### config.mk
export PLATFORM = sky130hd
export DESIGN_NAME = fetch_controller
export DESIGN_NICKNAME = d
export VERILOG_FILES = /design/src/rtl/fetch_controller.sv
export SDC_FILE = /design/constraint.sdc
export NUM_CORES = 1
export LEC_CHECK = 0
export ABC_CLOCK_PERIOD_IN_PS = 2250
export CAP_MARGIN = 0
export CORE_MARGIN = 2
export CORE_UTILIZATION = 40
export DETAILED_ROUTE_END_ITERATION = 16
export PLACE_DENSITY = 0.79
export SYNTH_ARGS = -nofsm -noshare
export SYNTH_HDL_FRONTEND = slang
export SYNTH_SLANG_ARGS = --single-unit
### constraint.sdc
create_clock -name clk -period 2.25 [get_ports clk]
set_input_delay 0.45 -clock clk [delete_from_list [all_inputs] [get_ports clk]]
set_output_delay 0.45 -clock clk [all_outputs]
set_load 0.05 [all_outputs]
### src/rtl/fetch_controller.sv
// Instruction fetch sequencer: owns the PC, waits out the instruction-memory read latency and
// hands the captured instruction fields to decode through a valid/ready handshake.
module fetch_controller #(
  parameter int unsigned  SIZE_WORD   = 2,
  parameter int unsigned  MEM_LATENCY = 1,
  parameter logic [5:0]   HALT_OP     = 6'h3F,
  localparam int unsigned AW          = $clog2(SIZE_WORD * 4)
) (
  input  logic          clk,
  input  logic          rst_n,
  input  logic          start,
  input  logic          redirect_valid,
  input  logic [AW-1:0] redirect_addr,
  output logic [AW-1:0] imem_addr,
  input  logic [5:0]    imem_op,
  input  logic [5:0]    imem_func,
  input  logic [4:0]    imem_rs,
  input  logic [4:0]    imem_rt,
  input  logic [4:0]    imem_rd,
  input  logic [4:0]    imem_shamt,
  output logic          instr_valid,
  input  logic          instr_ready,
  output logic [5:0]    op,
  output logic [5:0]    func,
  output logic [4:0]    rs,
  output logic [4:0]    rt,
  output logic [4:0]    rd,
  output logic [4:0]    shamt,
  output logic [AW-1:0] instr_pc,
  output logic          halted,
  output logic [15:0]   fetch_count
);

  localparam int unsigned CW = (MEM_LATENCY > 1) ? $clog2(MEM_LATENCY) : 1;

  localparam logic [2:0] S_IDLE  = 3'd0;
  localparam logic [2:0] S_ISSUE = 3'd1;
  localparam logic [2:0] S_WAIT  = 3'd2;
  localparam logic [2:0] S_HOLD  = 3'd3;
  localparam logic [2:0] S_HALT  = 3'd4;

  logic [2:0]    r_state, w_state_d;
  logic [AW-1:0] r_pc, w_pc_d;
  logic [CW-1:0] r_cnt, w_cnt_d;
  logic          r_valid, w_valid_d;
  logic          r_halted, w_halted_d;
  logic          w_capture;
  logic          w_accept;
  logic [AW-1:0] w_redirect_pc;

  logic [5:0]    r_op, r_func;
  logic [4:0]    r_rs, r_rt, r_rd, r_shamt;
  logic [AW-1:0] r_instr_pc;
  logic [15:0]   r_fetch_count;

  // Fetches are word aligned, so the byte offset of a redirect target is dropped.
  assign w_redirect_pc = redirect_addr & ~AW'(3);

  always_comb begin
    w_state_d  = r_state;
    w_pc_d     = r_pc;
    w_cnt_d    = r_cnt;
    w_valid_d  = r_valid;
    w_halted_d = r_halted;
    w_capture  = 1'b0;
    w_accept   = 1'b0;
    case (r_state)
      S_IDLE: begin
        if (start) begin
          w_pc_d    = '0;
          w_state_d = S_ISSUE;
        end
      end
      S_ISSUE: begin
        if (redirect_valid) begin
          w_pc_d = w_redirect_pc;
        end else begin
          w_cnt_d   = CW'(MEM_LATENCY - 1);
          w_state_d = S_WAIT;
        end
      end
      S_WAIT: begin
        if (redirect_valid) begin
          w_pc_d    = w_redirect_pc;
          w_state_d = S_ISSUE;
        end else if (r_cnt == '0) begin
          w_capture = 1'b1;
          w_valid_d = 1'b1;
          w_state_d = S_HOLD;
        end else begin
          w_cnt_d = r_cnt - CW'(1);
        end
      end
      S_HOLD: begin
        // A redirect squashes the held instruction even if decode accepts it this cycle.
        if (redirect_valid) begin
          w_valid_d = 1'b0;
          w_pc_d    = w_redirect_pc;
          w_state_d = S_ISSUE;
        end else if (instr_ready) begin
          w_valid_d = 1'b0;
          w_accept  = 1'b1;
          if (r_op == HALT_OP) begin
            w_halted_d = 1'b1;
            w_state_d  = S_HALT;
          end else begin
            w_pc_d    = r_pc + AW'(4);
            w_state_d = S_ISSUE;
          end
        end
      end
      S_HALT: begin
        w_valid_d = 1'b0;
      end
      default: begin
        w_valid_d = 1'b0;
        w_state_d = S_IDLE;
      end
    endcase
  end

  always_ff @(posedge clk or negedge rst_n) begin
    if (!rst_n) begin
      r_state       <= S_IDLE;
      r_pc          <= '0;
      r_cnt         <= '0;
      r_valid       <= 1'b0;
      r_halted      <= 1'b0;
      r_op          <= '0;
      r_func        <= '0;
      r_rs          <= '0;
      r_rt          <= '0;
      r_rd          <= '0;
      r_shamt       <= '0;
      r_instr_pc    <= '0;
      r_fetch_count <= '0;
    end else begin
      r_state  <= w_state_d;
      r_pc     <= w_pc_d;
      r_cnt    <= w_cnt_d;
      r_valid  <= w_valid_d;
      r_halted <= w_halted_d;
      if (w_capture) begin
        r_op       <= imem_op;
        r_func     <= imem_func;
        r_rs       <= imem_rs;
        r_rt       <= imem_rt;
        r_rd       <= imem_rd;
        r_shamt    <= imem_shamt;
        r_instr_pc <= r_pc;
      end
      if (w_accept && (r_fetch_count != 16'hFFFF)) begin
        r_fetch_count <= r_fetch_count + 16'd1;
      end
    end
  end

  // The PC register doubles as the memory address, so it only moves on entry to ISSUE.
  assign imem_addr   = r_pc;
  assign instr_valid = r_valid;
  assign op          = r_op;
  assign func        = r_func;
  assign rs          = r_rs;
  assign rt          = r_rt;
  assign rd          = r_rd;
  assign shamt       = r_shamt;
  assign instr_pc    = r_instr_pc;
  assign halted      = r_halted;
  assign fetch_count = r_fetch_count;

endmodule

==> run_results.csv, run 1 <==
group,metric,value,unit
synth,synth.area.top_cells,"dfrtp_1 (55%), mux2_2 (14%), xor2_1 (3.5%), nor4_4 (2.5%), buf_4 (1.8%)",
power,switching_share,46.4,%
die,row_count,28,
power,p_per_area,1320,nW/um^2
clock_network,cts_max_level,2,
sta,finalSetupViolations,0,
synth,ys_seq_area_share,54.7,%
clock_network,hold_buffers,0,
setup_path,cp-end-kind,"primary output",
synth,synth_cell_types,49,
synth,syn_area_per_cell,13.4,um^2
layout,fin_util,59.3,%
outcome,outcome,"finished clean",
layout,drive_gt1_share,20.4,%
synth,ys_async_sr_fraction,100,%
place,placed_area,3460,um^2
grt,antenna_found_initial,0,
die,ios,96,
detailed_routing,top_layer,"met4",
setup_path,cp_max_fo,7,
sta,fmax,0.473,GHz
synth,yosysMostFrequentCell,"dfrtp_1",
place,placedCellCount,346,
setup_path,arrival,1.66,ns
place,gp_congestion,0.813,
sta,period_share,93.9,%
sta,hold_violations,0,
power,netSwitchingPower,2170,uW
layout,nFillCells,514,
setup_path,timing.rr.end,"fetch_count[1]",
synth,synthTopCellsByCount,"dfrtp_1 (55), mux2_2 (31), xor2_1 (10), nand2_1 (9)",
job,drv_cap,0,
layout,nets,319,
clock_network,root_buffer,"clkbuf_8",
detailed_routing,viasPerCell,5.05,
grt,grt_pass1_vias,1778,
sta,tightest_slew,0.512,ns
synth,syn_area,2510,um^2
layout,instances_no_fill,354,
clock_network,clock_latency,0.30,ns
detailed_routing,vias,1786,
setup_path,critPathMaxStageDelay,0.86,ns
synth,synth_largest_area_cell,"dfrtp_1",
die,core_area,5990,um^2
sta,finalSetupTns,0,ns
detailed_routing,ant_nets,0,
layout,area_delta_synth_final,41.3,%
power,seqPwrFrac,33.8,%
detailed_routing,drc,0,
clock_network,cts_resized,0,
setup_path,worstPathBufferInverterCount,1,
detailed_routing,routed-wl-met2,2410,um
clock_network,cts_setup_buffers,0,
detailed_routing,first_pass_iters,4,
grt,grt_pass1_wl,8650,um
die,die_y,83.3,um
sta,holdWs,0.0314,ns
place,hpwl,3680,um
setup_path,critical_path.top_delay_family,"buffers and inverters",
die,fp.dieW,83.3,um
grt,gr-total-overflow,0,
synth,synth_edf_count,0,
detailed_routing,drt_iter0_markers,42,
die,die_area,6940,um^2
clock_network,cts_buffer_depth,2,
sta,timing.final.crit_period,2.11,ns
layout,diodes,0,
clock_network,cts_sinks,55,
sta,skew,0.00812,ns
detailed_routing,wl_met1,2220,um
setup_path,crit-reg2reg-launch,"fetch_count[1]",
synth,synthCells,187,
setup_path,critical_path_depth,1,
power,p_int,2510,uW
detailed_routing,wl_met3,275,um
setup_path,worst-setup-path-type,"flop to primary output",
setup_path,r2r_slack,0.37,ns
detailed_routing,routedWlPerCell,14.0,um
sta,rsz0062_at_grt,"false",
grt,grt_usage,15.1,%
clock_network,clkTransAtPathRegs,0.10,ns
clock_network,cts_tree,"built",
setup_path,crit_path_cell_trace,"clkdlybuf4s50_1",
power,power_frac_clock,11.4,%
power,power_frac_comb,54.8,%
synth,ys.flop_type,"dfrtp_1",
worst_hold_path,hp-class,"input port to asynchronous set/reset pin",
layout,design_area,3550,um^2
synth,ys_ff_latch,55,
power,peakVddDrop,0.888,mV
setup_path,slowest_stage,"clkdlybuf4s50_1",
sta,relSlewSlack,65.8,%
sta,slew_violations,0,
synth,yosysTopAreaCellShare,54.7,%
detailed_routing,wirelength,4950,um
setup_path,required,1.80,ns
setup_path,start_kind,"flop",
grt,grt_max_degree,43,
synth,ys_warn_count,0,
clock_network,numCtsBuffers,5,
place,port_buffers,89,
power,p_leak,0.00155,uW
die,start_util,42.0,%
setup_path,rr_worst_depth,5,
-- stage by stage --
| step | setup WS [ns] | power (uW) |
|---|---|---|
| finish | 0.138 | 4680 |
| global route | 0.0849 | 4910 |
| CTS | 0.116 | 4750 |
| detailed placement | 0.0616 | 4200 |
| global placement | 0.0998 | 4150 |
| floorplan | 0.235 | 3280 |
-- worst max-delay path by stage --
stage / start / to / slack [ns]
2_1_floorplan: fetch_count[0] / fetch_count[1] / 0.23
3_3_place_gp: instr_ready / fetch_count[13] / 0.1
3_5_place_dp: instr_ready / fetch_count[13] / 0.06
4_1_cts: fetch_count[3] / fetch_count[3] / 0.12
5_1_grt: fetch_count[3] / fetch_count[3] / 0.08
6_report: fetch_count[3] / fetch_count[3] / 0.14
-- registers in the layout, indices dropped and copies added (netlist names) --
signal and count:
fetch_count 16, func 6, op 6, rd 5
rs 5, rt 5, shamt 5, r_state 3
halted 1, imem_addr 1, instr_pc 1, instr_valid 1
-- per-layer routing --
| metal | global-route usage [%] | vias to the layer above |
|---|---|---|
| li1 | - | 854 |
| met1 | 19.9 | 871 |
| met2 | 24.6 | 57 |
| met3 | 4.17 | 4 |
| met4 | 4.02 | 0 |
| met5 | 0 | - |
-- cell families after synthesis --
kind of cell / after synthesis / share of synthesized area, %
mux: 35 / 15.8
xor+xnor: 12 / 4.18
compound gates: 17 / 5.03
flops: 55 / 54.7
other cells: 1 / 0.149
buf+inv: 14 / 3.98
simple gates: 52 / 15.7
fa+ha+maj: 1 / 0.497
-- area by class of cell --
type,count,area (um^2),area share [%]
clock buffer,5,68.8,1.94
clock inverter,3,20.0,0.563
inverter,3,11.3,0.317
multi-input combinational,121,1050,29.5
sequential,55,1380,38.7
tap,75,93.8,2.64
timing repair buffer,92,933,26.3
-- cells in the final DEF (no fill, tap or decap), types with 3 or more instances in the layout --
cell type        count
a21oi_1              3
and3_1               3
clkbuf_8             5
clkdlybuf4s50_1     88
conb_1               4
dfrtp_1             55
mux2_2              31
nand2_1              9
nand3_1              4
nand4_1              3
nor2_1               6
nor3_1               5
nor4_4               3
xor2_1              10
-- power groups by stage --
stage | sequential (uW) | clock [uW] | combinational (uW)
2_1_floorplan | 2820 | 0 | 465
3_3_place_gp | 1590 | 0 | 2560
3_5_place_dp | 1610 | 0 | 2590
4_1_cts | 1590 | 566 | 2590
5_1_grt | 1640 | 600 | 2670
6_report | 1580 | 534 | 2570
-- worst reg2reg max path: stages (launching register included) --
cell and delay [ns]:
dfrtp_1 0.41, ha_1 0.26, nand4_1 0.23, nor4_4 0.47, nor2_2 0.10, mux2_4 0.31
Note: power is estimated with default switching activity, not from simulation.
==> run 2: changes to the inputs <==
CELL_PAD_IN_SITES_DETAIL_PLACEMENT = 1   (was unset)
CELL_PAD_IN_SITES_GLOBAL_PLACEMENT = 1   (was unset)
CORE_UTILIZATION = 34   (was 40)
PLACE_DENSITY = 0.84   (was 0.79)
==> run_results.csv, run 2 (synthesis gave the netlist of run 1 again) <==
group,metric,value,unit
detailed_routing,viasPerCell,4.79,
grt,gr-total-overflow,0,
clock_network,numCtsBuffers,5,
outcome,outcome,"finished clean",
die,die_area,8100,um^2
setup_path,worst-setup-path-type,"flop to primary output",
power,total_power,4860,uW
setup_path,r2r_slack,0.41,ns
place,port_buffers,89,
layout,nets,322,
job,drv_cap,0,
grt,grt_max_degree,34,
grt,grt_pass1_vias,1932,
setup_path,cp-end-kind,"primary output",
sta,fmax,0.474,GHz
setup_path,start_kind,"flop",
setup_path,required,1.80,ns
detailed_routing,ant_nets,0,
sta,rsz0062_at_grt,"false",
detailed_routing,routedWlPerCell,15.4,um
detailed_routing,drc,0,
place,dpl_worst_slack,0.0981,ns
die,core_area,7210,um^2
layout,largest_reg_flops,16,
die,ios,96,
clock_network,cts_sinks,55,
setup_path,critical_path.top_delay_family,"buffers and inverters",
sta,holdWs,0.121,ns
place,placedCellCount,373,
clock_network,cts_setup_buffers,0,
layout,most-common-layout-cells,"clkdlybuf4s50_1 (88), dfrtp_1 (55), mux2_2 (31), xor2_1 (10), nand2_1 (9)",
clock_network,cts_max_level,2,
clock_network,cts_buffer_depth,2,
layout,area_delta_synth_final,44.0,%
die,fp.dieW,90.0,um
detailed_routing,wirelength,5890,um
layout,diodes,0,
sta,finalSetupViolations,0,
grt,grt_pass1_wl,9850,um
setup_path,cp-startpoint,"fetch_count[3]",
sta,setup_slack,0.141,ns
sta,tightest_slew,0.550,ns
setup_path,critPathMaxStageDelay,0.86,ns
setup_path,critical_path_depth,1,
power,p_leak,0.00158,uW
clock_network,hold_buffers,0,
layout,mostFrequentLayoutCell,"clkdlybuf4s50_1",
grt,antenna_found_initial,0,
sta,slew_violations,0,
sta,finalSetupTns,0,ns
sta,hold_violations,0,
clock_network,clkTransAtPathRegs,0.10,ns
grt,grt_usage,15.0,%
die,die_y,90.0,um
sta,relSlewSlack,63.3,%
setup_path,crit_path_cell_trace,"clkdlybuf4s50_1",
setup_path,worstPathBufferInverterCount,1,
place,gp_congestion,0.807,
die,row_count,31,
setup_path,arrival,1.66,ns
clock_network,cts_resized,0,
detailed_routing,drt_iter0_markers,24,
setup_path,slowest_stage,"clkdlybuf4s50_1",
layout,drive_gt1_share,21.3,%
sta,period_share,93.7,%
die,start_util,34.9,%
sta,timing.final.crit_period,2.11,ns
layout,instances_no_fill,381,
detailed_routing,vias,1824,
setup_path,rr_worst_depth,5,
clock_network,cts_tree,"built",
detailed_routing,first_pass_iters,4,
clock_network,clock_latency,0.31,ns
clock_network,root_buffer,"clkbuf_8",
sta,skew,0.00685,ns
worst_hold_path,hp-class,"input port to asynchronous set/reset pin",
place,hpwl,4530,um
setup_path,cp_max_fo,7,
setup_path,crit-reg2reg-launch,"fetch_count[0]",
power,p_per_area,1340,nW/um^2
power,peakVddDrop,0.654,mV
-- run 2: changes by cell type in the layout (fill, tap and decap cells not counted) --
cell        before  now
clkinvlp_4       2    0
buf_4            1    5
bufinv_16        0    1
clkbuf_8         5    6
buf_12           2    1
-- run 2: final cells by class --
cell class                 count  area [um^2]
clock buffer                   6         82.6
clock inverter                 2         35.0
fill                         771         3590
inverter                       3         11.3
multi-input combinational    121         1050
sequential                    55         1380
tap                           99          124
timing repair buffer          95          943
-- run 2: per-stage QoR --
step,utilization [%],area [um^2]
6_report,50.2,3620
5_1_grt,50.2,3620
4_1_cts,50.2,3620
3_5_place_dp,48.6,3500
3_3_place_gp,48.6,3500
2_1_floorplan,-,2530
-- run 2: final timing paths --
path	end
worst max-delay path	fetch_count[3]
worst min-delay path	instr_pc[2]
worst max register to register	fetch_count[1]
worst min register to register	halted
max in group asynchronous	func[0]
min in group clk	halted
-- run 2: power breakdown --
part	switching, uW	internal, uW
Combinational	1640	948
Sequential	253	1340
Clock	322	361
Total	2210	2650
-- run 2: metal layers --
layer / up-vias / GRT usage (%) / part of all wire [%]
met5: - / 0 / 0
met4: 0 / 4.62 / 1.4
met3: 8 / 2.60 / 3.5
met2: 46 / 26.6 / 53
met1: 919 / 18.5 / 42
li1: 851 / - / -
==> run 3: changes to the inputs <==
CTS_CLUSTER_SIZE = 28   (was unset)
==> results of run 3 <==
Final layout, timing and power as in run 2 (identical DEF).
==> RTL edit 1 (settings of run 1) <==
`MEM_LATENCY`: 1 -> 2.
--- a/src/rtl/fetch_controller.sv
+++ b/src/rtl/fetch_controller.sv
@@ -2,7 +2,7 @@
 // hands the captured instruction fields to decode through a valid/ready handshake.
 module fetch_controller #(
   parameter int unsigned  SIZE_WORD   = 2,
-  parameter int unsigned  MEM_LATENCY = 1,
+  parameter int unsigned  MEM_LATENCY = 2,
   parameter logic [5:0]   HALT_OP     = 6'h3F,
   localparam int unsigned AW          = $clog2(SIZE_WORD * 4)
 ) (
Formal check against the unedited RTL: not equivalent (Yosys sat finds a counterexample within 4 cycles, from zero or initial values and one cycle with rst_n low).
==> RTL edit 1 against run 1 <==
- clock power up 21%
- combinational power barely moved
- sequential cell count up 1
- non-clock buffer count increased by 12
- worst setup slack improved by 33 ps
- power grew 2.9%
- via count grew 11%
- first-iteration DRC count is 79% higher
- synthesized area grew 0.65%
- core utilization rose by 2.1 points
- final area grew 4.2%
- cell count rose by 6.8%
- critical path depth unchanged
- routed wire length up 9.8%
- highest routed layer unchanged
==> RTL edit 1: results (changes against run 1) <==
Power and ir drop
  – Peak supply drop: 0.743 mV (was 0.888 mV)
  – Leakage: 1.61 nW (was 1.55 nW)

Drt
  – Final wirelength: 5.43 mm (was 4.95 mm)
  – Vias per cell: 5.25 (was 5.05)
  – Initial drt markers: 75 (was 42)

Global routing
  – Antenna violations before repair: 0 (unchanged)
  – First-pass GRT wire length: 9.38 mm (was 8.65 mm)
  – Met3 Resource Use GR: 5.44% (was 4.17%)
  – All-Layer GR Usage: 16.3% (was 15.1%)
  – Vias in the first global route: 1,953 (was 1,778)
  – Met1 usage: 20.7% (was 19.9%)
  – Largest net degree at the start of global routing: 35 (was 43)
  – GRT met2 Usage: 26.9% (was 24.6%)

Worst setup path
  – CP Data Arrival Time: 1630 ps (was 1660 ps)

Finish
  – Nets: 343 (was 319)
  – FILL cells: 505 (was 514)
  – Max reg flops: 16 (unchanged)
  – Share of cells above drive strength 1: 21.8% (was 20.4%)
  – Diodes inserted: 0 (unchanged)

Synth
  – Async S/R FF share, synth: 100% (unchanged)
  – Ys flop type: dfrtp_1 (unchanged)
  – Commonest cells post-synth: 56 x dfrtp_1, 35 x mux2_2, 9 x xor2_1 (was 55 x dfrtp_1, 31 x mux2_2, 10 x xor2_1)
  – Top post-synthesis cells by area: dfrtp_1 55%, mux2_2 16%, xor2_1 3.1% (was dfrtp_1 55%, mux2_2 14%, xor2_1 3.5%)
  – Synth cell types: 47 (was 49)
  – Synth warnings: 0 (unchanged)
  – Post-synthesis sequential area ratio: 55.4% (was 54.7%)

Placed design
  – PortBufs: 89 (unchanged)
  – HPWL Detailed: 4.06 mm (was 3.68 mm)
  – GPL Wtd Cong: 0.822 (was 0.813)
  – Setup WS pre-CTS: -149 ps (was 61.6 ps)

Timing
  – Worst clock skew: 8.66 ps (was 8.12 ps)
  – Max-slew headroom: 63.2% (was 65.8%)

Clock network
  – H-tree Lvls: 2 (unchanged)
  – Total CTS buffers: 5 (unchanged)

Status
  – Status: complete, no violations (unchanged)
-- RTL edit 1: final timing paths --
check | startpoint | to | slack [ps] | cells after the start
worst max-delay path | fetch_count[5] | fetch_count[5] | 170 | 1
worst min-delay path | rst_n | rd[4] | 120 | 1
worst max register to register | r_state[1] | fetch_count[15] | 310 | 5
worst min register to register | halted | halted | 480 | 1
max in group asynchronous | rst_n | rs[0] | 1560 | 2
min in group clk | halted | halted | 480 | 1
-- RTL edit 1: final cells by class --
class / instances / area, sq um / area share [%]
inverter: 5 / 18.8 / 0.507
clock inverter: 2 / 35.0 / 0.946
multi-input combinational: 130 / 1060 / 28.6
clock buffer: 6 / 72.6 / 1.96
tap: 75 / 93.8 / 2.53
timing repair buffer: 104 / 1020 / 27.6
sequential: 56 / 1400 / 37.8
-- RTL edit 1: where the power goes --
part           leakage [nW]  internal (mW)  total (mW)  switching (mW)
registers             0.718           1.36        1.61           0.248
logic                 0.832          0.955        2.56            1.61
clock network        0.0552          0.331       0.648           0.318
total                  1.61           2.65        4.82            2.17
-- RTL edit 1: stage by stage --
stage	cell area, sq um	hold slack, ps	setup TNS, ps	instances
5_1_grt	3700	149	0	378
3_5_place_dp	3600	455	-371	370
3_3_place_gp	3600	455	-306	370
4_1_cts	3700	129	0	378
6_report	3700	120	0	378
2_1_floorplan	2540	154	0	201
-- RTL edit 1: kinds of logic (layout without fill, tap and decap cells) --
kind of cell / after synthesis / after routing / synth area share (%)
buffers and inverters: 15 / 117 / 3.26
AOI/OAI and AO/OA: 26 / 26 / 6.97
xor gates and xnor gates: 10 / 10 / 3.46
adders and majority gates: 1 / 1 / 0.494
other: 1 / 4 / 0.148
and+or+nand+nor: 52 / 52 / 13.8
muxes: 37 / 37 / 16.5
DFF: 56 / 56 / 55.4
-- RTL edit 1: metal layers --
layer	share of wire, %	vias to the layer above
li1	-	930
met1	41	982
met2	51	66
met3	7.6	6
met4	1.0	0
met5	0	-
==> RTL edit 2 (flow settings as in run 1) <==
Made on the original files. Put one more register stage on the output `fetch_count`, without a reset. The value now appears one clock later. The other outputs are not delayed to match.
--- a/src/rtl/fetch_controller.sv
+++ b/src/rtl/fetch_controller.sv
@@ -166,7 +166,9 @@
   assign shamt       = r_shamt;
   assign instr_pc    = r_instr_pc;
   assign halted      = r_halted;
-  assign fetch_count = r_fetch_count;
+  always_ff @(posedge clk) begin
+    fetch_count <= r_fetch_count;
+  end
 
 endmodule
 
Check against the original RTL: not equivalent (a bounded check fails within 10 cycles, from zero or initial values and one cycle with rst_n low).
==> RTL edit 2 against run 1 <==
- sequential share of layout area increased by 2.9 points
- worst setup slack better by 91 ps
- non-clock buffer count increased by 10
- hold slack better by 82 ps
- critical path type unchanged
- final area increased by 15%
- sequential cell count grew 16
- critical path depth unchanged
- global-route usage up 0.87 points
- core utilization up 0.61 points
- synthesized area grew 11%
- combinational power decreased by 4%
- routed wire length rose by 16%
- power rose by 15%
==> RTL edit 2: results (changes against run 1) <==
Status
  – Status: complete, no violations (unchanged)

Timing
  – Worst clock skew: 7.23 ps (was 8.12 ps)
  – Worst slew pin tran: 600 ps (was 512 ps)

Drt
  – DR WL met3: 438 um (was 275 um)
  – Wire length on met2: 2.69 mm (was 2.41 mm)
  – Via count: 2,009 (was 1,786)
  – Top Metal Used: met4 (unchanged)
  – M1 WL: 2.46 mm (was 2.22 mm)
  – Detailed Routing Iterations Pass 1: 4 (unchanged)
  – Initial drt markers: 80 (was 42)
  – Final wirelength: 5.77 mm (was 4.95 mm)

Finish
  – Final Non-Filler Cells: 416 (was 354)
  – Nets: 356 (was 319)
  – Diodes inserted: 0 (unchanged)
  – Share of cells above drive strength 1: 12.5% (was 20.4%)

Clock network
  – CTS clk-pin slew, worst paths: 70 ps (was 100 ps)
  – Clk Latency, worst-skew pair: 340 ps (was 300 ps)
  – Max Buffers Root-to-Sink: 2 (unchanged)
  – Postcts setup bufs: 0 (unchanged)
  – Total CTS buffers: 9 (was 5)
  – H-tree Lvls: 3 (was 2)

Power and ir drop
  – Sw frac: 42.6% (was 46.4%)
  – Leakage: 1.70 nW (was 1.55 nW)
  – Peak supply drop: 0.556 mV (was 0.888 mV)
  – P_seq: 1.89 mW (was 1.58 mW)
  – Combinational power share: 46.1% (was 54.8%)
  – Tot Pwr: 5.39 mW (was 4.68 mW)

Worst setup path
  – CP Data Arrival Time: 1570 ps (was 1660 ps)
  – R2R setup slack: 320 ps (was 370 ps)
  – Max stage delay on crit path: 840 ps (was 860 ps)
  – Crit path max fanout: 4 (was 7)
  – Worst flop-to-flop path startpoint: r_fetch_count[0] (was fetch_count[1])
  – CP max stage cell: clkdlybuf4s50_1 (unchanged)
  – FF-to-FF End: r_fetch_count[10] (was fetch_count[1])
  – FF-to-FF path depth: 6 (was 5)
  – CP delay by family, top: buffers and inverters (unchanged)

Global routing
  – First-pass GRT wire length: 9.32 mm (was 8.65 mm)
  – Met3 Resource Use GR: 4.62% (was 4.17%)
  – Largest net degree at the start of global routing: 34 (was 43)
  – GRT met2 Usage: 25.6% (was 24.6%)
  – All-Layer GR Usage: 16.0% (was 15.1%)
  – Met1 usage: 19.2% (was 19.9%)

Synth
  – Synth warnings: 0 (unchanged)
  – Top post-synthesis cells by area: dfrtp_1 49%, mux2_1 13%, dfxtp_1 11% (was dfrtp_1 55%, mux2_2 14%, xor2_1 3.5%)
  – Commonest cells post-synth: 55 x dfrtp_1, 33 x mux2_1, 16 x dfxtp_1 (was 55 x dfrtp_1, 31 x mux2_2, 10 x xor2_1)
  – Async S/R FF share, synth: 77.5% (was 100%)
  – FF+latch count, synth: 71 (was 55)
  – Syn_area_per_cell: 13.2 sq um (was 13.4 sq um)
  – Synth cell types: 42 (was 49)
  – Post-synthesis sequential area ratio: 60.6% (was 54.7%)

Placed design
  – DP Cell Count: 400 (was 346)
  – HPWL Detailed: 4.24 mm (was 3.68 mm)
  – GPL Wtd Cong: 0.806 (was 0.813)

Worst hold path
  – HP Class: input port to async pin (unchanged)
[RTL edit 2: changes by cell type after synthesis, moves of 4 or more]
cell	run 1	this run
mux2_1	2	33
mux2_2	31	4
dfxtp_1	0	16
nand2b_1	0	6
nand2_1	9	14
a21oi_1	3	7
buf_2	2	6
[RTL edit 2: worst max path at each step]
stage | end | cells after the start | from | slack [ps]
after floorplan | r_fetch_count[8] | 6 | redirect_valid | 300
after global placement | r_fetch_count[14] | 6 | redirect_valid | -50
after detailed placement | r_fetch_count[14] | 6 | redirect_valid | -60
after CTS | imem_addr[2] | 1 | imem_addr[2] | 210
after global routing | imem_addr[2] | 1 | imem_addr[2] | 170
final | imem_addr[2] | 1 | imem_addr[2] | 230
[RTL edit 2: stage by stage]
stage                     util [%]  hold slack (ps)  setup TNS [ps]  instance area [sq um]  setup WS [ps]
after floorplan                  -              154               0                   2810            302
after global placement        56.9              402           -92.0                   3870          -47.9
after detailed placement      56.9              405            -168                   3870          -62.6
after CTS                     59.9              132               0                   4070            208
after global routing          59.9              157               0                   4070            172
final                         59.9              114               0                   4070            229
[RTL edit 2: logic make-up (layout without fill, tap and decap cells)]
group,Yosys count,count (layout),share of synthesized area (%)
buffers and inverters,16,121,3.22
XOR/XNOR,10,10,3.13
flip-flops,71,71,60.6
multiplexers,37,37,14.9
AO/OA/AOI/OAI,23,23,5.32
adder cells (fa/ha/maj),1,1,0.447
other,1,4,0.134
AND/OR/NAND/NOR,53,53,12.2
[RTL edit 2: area by class of cell]
class	instances	area [sq um]
fillers	540	2720
flip-flops and latches	71	1700
multi-input cells	128	1030
repair buffers	102	1010
clock buffers	14	195
well taps	96	120
inverters	3	11.3
clock inverters	2	10.0
